--- src/rtl/ibus_cksyn_pkg.sv ---
// Shared types and default parameters for the ibus clk_ext synchroniser/detector.
package ibus_cksyn_pkg;

    typedef enum logic [1:0] {
        UNLOCKED = 2'd0,
        FIRST    = 2'd1,
        ACQUIRE  = 2'd2,
        LOCKED   = 2'd3
    } cksyn_state_t;

    localparam int DEF_SYNC_STAGES = 2;
    localparam int DEF_CNT_W       = 8;
    localparam int DEF_LOCK_CNT    = 4;
    localparam int DEF_TOL         = 1;

endpackage

--- src/rtl/ibus_cksyn_det_if.sv ---
// Toggle input and strobe/lock status outputs of the clk_ext detector.
interface ibus_cksyn_det_if
    import ibus_cksyn_pkg::*;
#(
    parameter int CNT_W = DEF_CNT_W
);
    logic             toggle;
    logic             ext_strobe;
    logic             ext_pred;
    logic [CNT_W-1:0] ratio;
    logic             locked;
    logic             stalled;

    modport master (output toggle, input ext_strobe, ext_pred, ratio, locked, stalled);
    modport slave  (input toggle, output ext_strobe, ext_pred, ratio, locked, stalled);
endinterface

--- src/rtl/ibus_cksyn_sync.sv ---
// Multi-flop synchroniser; the only place the asynchronous toggle is sampled.
module ibus_cksyn_sync
    import ibus_cksyn_pkg::*;
#(
    parameter int STAGES = DEF_SYNC_STAGES
) (
    input  logic clk,
    input  logic rst_n,
    input  logic d,
    output logic q
);
    logic [STAGES-1:0] chain;

    always_ff @(posedge clk) begin
        if (!rst_n) chain <= '0;
        else        chain <= {chain[STAGES-2:0], d};
    end

    assign q = chain[STAGES-1];
endmodule

--- src/rtl/ibus_cksyn_det.sv ---
// Detects clk_ext edges from the synchronised toggle, measures the clk:clk_ext
// ratio, locks once it is stable and then predicts each strobe one cycle early.
module ibus_cksyn_det
    import ibus_cksyn_pkg::*;
#(
    parameter int SYNC_STAGES = DEF_SYNC_STAGES,
    parameter int CNT_W       = DEF_CNT_W,
    parameter int LOCK_CNT    = DEF_LOCK_CNT,
    parameter int TOL         = DEF_TOL
) (
    input logic             clk,
    input logic             rst_n,
    ibus_cksyn_det_if.slave bus
);
    localparam int                 MATCH_W    = $clog2(LOCK_CNT + 1);
    localparam logic [CNT_W-1:0]   CNT_MAX    = '1;
    localparam logic [CNT_W:0]     TOL_W      = (CNT_W + 1)'(TOL);
    localparam logic [MATCH_W-1:0] MATCH_DONE = MATCH_W'(LOCK_CNT);

    cksyn_state_t       state, state_next;
    logic               sync_last, sync_last_d, edge_seen, stall_hit;
    logic [CNT_W-1:0]   cnt, cand, cand_next, ratio_q, ratio_next, period_sat;
    logic [CNT_W:0]     period, diff_cand, diff_ratio;
    logic [MATCH_W-1:0] match, match_next, match_inc;
    logic               strobe_q, pred_q, locked_q, stalled_q;

    ibus_cksyn_sync #(.STAGES(SYNC_STAGES)) u_sync (
        .clk   (clk),
        .rst_n (rst_n),
        .d     (bus.toggle),
        .q     (sync_last)
    );

    // Differences are taken one bit wider than the counter so they never wrap.
    function automatic logic [CNT_W:0] abs_diff(input logic [CNT_W:0] a, input logic [CNT_W:0] b);
        return (a >= b) ? (a - b) : (b - a);
    endfunction

    assign edge_seen  = sync_last ^ sync_last_d;
    assign stall_hit  = (cnt == CNT_MAX) && !edge_seen;
    assign period     = {1'b0, cnt} + (CNT_W + 1)'(1);
    assign period_sat = period[CNT_W] ? CNT_MAX : period[CNT_W-1:0];
    assign diff_cand  = abs_diff(period, {1'b0, cand});
    assign diff_ratio = abs_diff(period, {1'b0, ratio_q});
    assign match_inc  = match + MATCH_W'(1);

    always_comb begin
        state_next = state;
        cand_next  = cand;
        match_next = match;
        ratio_next = ratio_q;
        if (stall_hit) begin
            state_next = UNLOCKED;
        end else if (edge_seen) begin
            case (state)
                UNLOCKED: state_next = FIRST;
                FIRST: begin
                    cand_next  = period_sat;
                    match_next = '0;
                    state_next = ACQUIRE;
                end
                ACQUIRE: begin
                    if (diff_cand <= TOL_W) begin
                        match_next = match_inc;
                        if (match_inc == MATCH_DONE) begin
                            state_next = LOCKED;
                            ratio_next = cand;
                        end
                    end else begin
                        cand_next  = period_sat;
                        match_next = '0;
                    end
                end
                LOCKED: begin
                    if (diff_ratio > TOL_W) begin
                        cand_next  = period_sat;
                        match_next = '0;
                        state_next = ACQUIRE;
                    end
                end
                default: state_next = UNLOCKED;
            endcase
        end
    end

    always_ff @(posedge clk) begin
        if (!rst_n) begin
            state       <= UNLOCKED;
            sync_last_d <= 1'b0;
            cnt         <= '0;
            cand        <= '0;
            match       <= '0;
            ratio_q     <= '0;
            strobe_q    <= 1'b0;
            pred_q      <= 1'b0;
            locked_q    <= 1'b0;
            stalled_q   <= 1'b0;
        end else begin
            state       <= state_next;
            sync_last_d <= sync_last;
            cand        <= cand_next;
            match       <= match_next;
            ratio_q     <= ratio_next;
            strobe_q    <= edge_seen;
            locked_q    <= (state_next == LOCKED);
            if (edge_seen)            cnt <= '0;
            else if (cnt != CNT_MAX)  cnt <= cnt + CNT_W'(1);
            if (edge_seen)            stalled_q <= 1'b0;
            else if (stall_hit)       stalled_q <= 1'b1;
            // Fires when the counter is one short of the edge-cycle value ratio-1.
            pred_q <= locked_q && (ratio_q >= CNT_W'(3)) && !edge_seen
                      && (cnt == ratio_q - CNT_W'(2));
        end
    end

    assign bus.ext_strobe = strobe_q;
    assign bus.ext_pred   = pred_q;
    assign bus.ratio      = ratio_q;
    assign bus.locked     = locked_q;
    assign bus.stalled    = stalled_q;
endmodule

--- src/flat_wrapper.sv ---
// flat-port wrapper written by rule: the top's interface ports become plain ports
module ibus_cksyn_det_flat import ibus_cksyn_pkg::*;
#(
    parameter int SYNC_STAGES = DEF_SYNC_STAGES,
    parameter int CNT_W       = DEF_CNT_W,
    parameter int LOCK_CNT    = DEF_LOCK_CNT,
    parameter int TOL         = DEF_TOL
)
  (clk, rst_n, bus_toggle, bus_ext_strobe, bus_ext_pred, bus_ratio, bus_locked, bus_stalled);
  ibus_cksyn_det_if #(.CNT_W(CNT_W)) bus_i ();
  input logic clk;
  input logic rst_n;
  input wire logic [$bits(bus_i.toggle)-1:0] bus_toggle;
  output wire logic [$bits(bus_i.ext_strobe)-1:0] bus_ext_strobe;
  output wire logic [$bits(bus_i.ext_pred)-1:0] bus_ext_pred;
  output wire logic [$bits(bus_i.ratio)-1:0] bus_ratio;
  output wire logic [$bits(bus_i.locked)-1:0] bus_locked;
  output wire logic [$bits(bus_i.stalled)-1:0] bus_stalled;
  assign bus_i.toggle = bus_toggle;
  assign bus_ext_strobe = bus_i.ext_strobe;
  assign bus_ext_pred = bus_i.ext_pred;
  assign bus_ratio = bus_i.ratio;
  assign bus_locked = bus_i.locked;
  assign bus_stalled = bus_i.stalled;
  ibus_cksyn_det #(.SYNC_STAGES(SYNC_STAGES), .CNT_W(CNT_W), .LOCK_CNT(LOCK_CNT), .TOL(TOL)) u_core (.clk(clk), .rst_n(rst_n), .bus(bus_i));
endmodule
--- config.mk ---
export PLATFORM = sky130hd
export DESIGN_NAME = ibus_cksyn_det_flat
export DESIGN_NICKNAME = d
export VERILOG_FILES = /design/src/rtl/ibus_cksyn_pkg.sv /design/src/rtl/ibus_cksyn_det_if.sv /design/src/rtl/ibus_cksyn_sync.sv /design/src/rtl/ibus_cksyn_det.sv /design/src/flat_wrapper.sv
export SDC_FILE = /design/constraint.sdc
export NUM_CORES = 1
export LEC_CHECK = 0
export CORE_ASPECT_RATIO = 1.1
export CORE_MARGIN = 8
export CORE_UTILIZATION = 45
export DETAILED_ROUTE_END_ITERATION = 6
export GPL_TIMING_DRIVEN = 0
export PLACE_DENSITY = 0.72
export SLEW_MARGIN = 20
export SYNTH_ARGS = -nofsm -noshare
export SYNTH_HDL_FRONTEND = slang
export SYNTH_HIERARCHICAL = 1
export SYNTH_SLANG_ARGS = --single-unit
--- constraint.sdc ---
create_clock -name clk -period 5 [get_ports clk]
set_input_delay 1 -clock clk [delete_from_list [all_inputs] [get_ports clk]]
set_output_delay 1 -clock clk [all_outputs]
set_load 0.1 [all_outputs]
==> summary.txt <==
outcome = complete, no violations
GPL Wtd Cong = 0.905
CTS H-tree lvls = 2
Synth Instances = 402
row cnt = 32
# DRC = 0
CP Class = register to register
Clock Sinks = 36
post-synthesis net count = 445
Hold Buf Count CTS = 0
largest net degree at the start of global routing = 12
CTS buffer count = 5
Die Y = 105 um
input/output buffers = 14
Placed Cells = 501
Post-Syn Area per Cell = 8.13 sq um
Initial Util = 46.4%
Core Region = 0.00705 sq mm
utilization after layout = 51.6%
Cell Area, Placed = 0.00351 sq mm
Max Cap Violations = 0
synth cell count leaders = 37 x nand2_1, 36 x dfxtp_1, 36 x ha_1, 31 x inv_1, 30 x a21oi_1
most common cell in the netlist = nand2_1
die area = 0.0102 sq mm
first-pass GRT wire length = 14500 um
clk_lat worst skew = 0.28 ns
synthesized cell area = 0.00327 sq mm
final net count = 466
final setup fails = 0
count of cell types in the netlist = 62
via count = 3023
number of synthesized flops with an enable pin = 0
share of post-route cells with drive strength above 1 = 6.60%
I/O pin cnt = 15
initial antenna violation count = 0
# diodes = 0
Congestion Overflow GR = 0
dpl hpwl = 6830 um
CP max FO = 8
CTS Root Cell = clkbuf_8
P&R area growth vs syn = 11.2%
fin area = 0.00363 sq mm
DR pass1 iterations = 5
Least-Margin Pin Slew = 0.978 ns
CP Capture Type = register
Vias/cell = 5.94
setup TNS = 0 ns
Die Wd = 97.3 um
worst rel slew slack = 34.6%
fin. max-slew vios = 0
DR iter-0 viols = 207
Clock transition at path regs = 0.07 ns
Seq cells post-synth = 36
Synth area leaders = dfxtp_1 22%, ha_1 14%, mux2i_1 6.1%
antenna viol nets, final = 0
worst min path class = register to register
routed wire length = 8700 um
endpoints failing hold = 0
global-route usage over all layers = 16.7%
FMAX = 0.211 GHz
vias in the first global route = 2964
VDD IR max = 0.305 mV
Synth area leader = dfxtp_1
Critical Path AT = 4.95 ns
period utilisation layout = 94.8%
clk buf depth = 2
P_leak = 1.45 nW
TritonCTS clock tree = yes
Worst Path Required = 5.21 ns
worst hold slack = 0.447 ns
Startpoint Class = register
Yosys warnings = 6
Clock Skew = 0.00975 ns
sequential area share after synthesis = 22.1%
post-synth top area share = 22.1%
drt wl/cell = 17.1 um
post-synthesis async set-or-reset flop share = 0%
top_reg_cell synth = dfxtp_1
Post-Layout Cell Count = 509
pwr/cell area = 208 mW/mm^2
Min Clock Period, post-route = 4.74 ns
-- final timing paths --
check | from | end | slack [ns] | cells after the start
min | u_core/u_sync/chain[0]$_SDFF_PN0_ | u_core/u_sync/chain[1]$_SDFF_PN0_ | 0.45 | 1
max reg2reg | u_core/cnt[0]$_SDFFE_PP0N_ | u_core/bus.ratio[6]$_SDFFE_PN0P_ | 0.26 | 15
max | u_core/cnt[0]$_SDFFE_PP0N_ | u_core/bus.ratio[6]$_SDFFE_PN0P_ | 0.26 | 15
min reg2reg | u_core/u_sync/chain[0]$_SDFF_PN0_ | u_core/u_sync/chain[1]$_SDFF_PN0_ | 0.45 | 1
-- worst max-delay path, cell delays in order (launching register included) --
cell	delay [ns]
dfxtp_1	0.49
ha_1	0.26
nand4_1	0.16
nor2_1	0.15
xor2_1	0.44
ha_1	0.42
and3_1	0.24
and3_4	0.19
or4_4	0.41
buf_6	0.15
nor2_2	0.14
mux2i_1	0.26
xor2_1	0.13
or4_4	0.54
nor3_4	0.44
mux2i_1	0.24
-- area by class of cell --
| class | instances | area [sq um] |
|---|---|---|
| plain buffers | 15 | 80.1 |
| clock inverters | 2 | 35.0 |
| repair buffers | 14 | 140 |
| well taps | 85 | 106 |
| inverters | 31 | 116 |
| multi-input cells | 320 | 2360 |
| clock buffers | 6 | 72.6 |
| flip-flops and latches | 36 | 721 |
| fillers | 668 | 3410 |
-- timing repair --
action,CTS,global route
resized for setup,0,2
hold endpoints to repair,0,0
setup buffers,0,0
setup endpoints to repair,0,9
-- cells in the final DEF, fill, tap and decap left out, drive strengths merged, types with 6 or more instances in the layout --
cell type,instances
nor2,26
nand4,6
nand3,13
xnor2,12
clkdlybuf4s50,14
clkbuf,17
a21oi,30
xor2,13
a21o,9
nand2b,7
nor3,9
mux2i,20
ha,36
dfxtp,36
nor2b,6
o21ai,20
nand2,37
inv,31
-- logic make-up (layout without fill, tap and decap cells) --
family | after synthesis | in the layout | share of synthesized area, %
simple gates | 128 | 128 | 20.4
compound gates | 106 | 106 | 22.1
buf+inv | 46 | 68 | 6.01
fa+ha+maj | 40 | 40 | 16.2
flops | 36 | 36 | 22.1
xor+xnor | 25 | 25 | 6.70
mux | 21 | 21 | 6.47
-- where the power goes --
group          leakage (nW)  total [mW]  switching (mW)  internal, mW
combinational          1.10       0.215           0.126        0.0886
clock                0.0552       0.245          0.0974         0.148
sequential            0.291       0.297         0.00518         0.291
total                  1.45       0.757           0.229         0.528
-- routing by layer --
| layer | global-route usage (%) | share of wire (%) | vias to the layer above | wire length, um |
|---|---|---|---|---|
| met5 | 0 | 0 | - | 0 |
| met4 | 6.50 | 2.6 | 0 | 229 |
| met1 | 19.9 | 44 | 1434 | 3840 |
| met2 | 29.3 | 49 | 90 | 4280 |
| li1 | - | - | 1479 | - |
| met3 | 2.42 | 4.0 | 20 | 350 |
-- sequential cells by signal, indices dropped and copies added (netlist names) --
| signal | cells |
|---|---|
| u_core/match | 3 |
| u_core/sync_last_d | 1 |
| u_core/bus.locked | 1 |
| u_core/cand | 8 |
| u_core/bus.ext_pred | 1 |
| u_core/u_sync/chain | 2 |
| u_core/bus.ratio | 8 |
| u_core/cnt | 8 |
| u_core/bus.stalled | 1 |
| u_core/state | 2 |
| u_core/bus.ext_strobe | 1 |
-- stage by stage --
step | worst slack (ns) | total power [mW]
after global placement | 0.170 | 0.505
after global routing | -0.00128 | 0.794
after detailed placement | 0.134 | 0.511
after CTS | 0.104 | 0.758
final | 0.261 | 0.757
after floorplan | 1.02 | 0.465
No activity file was read; power rests on OpenSTA's default activity.
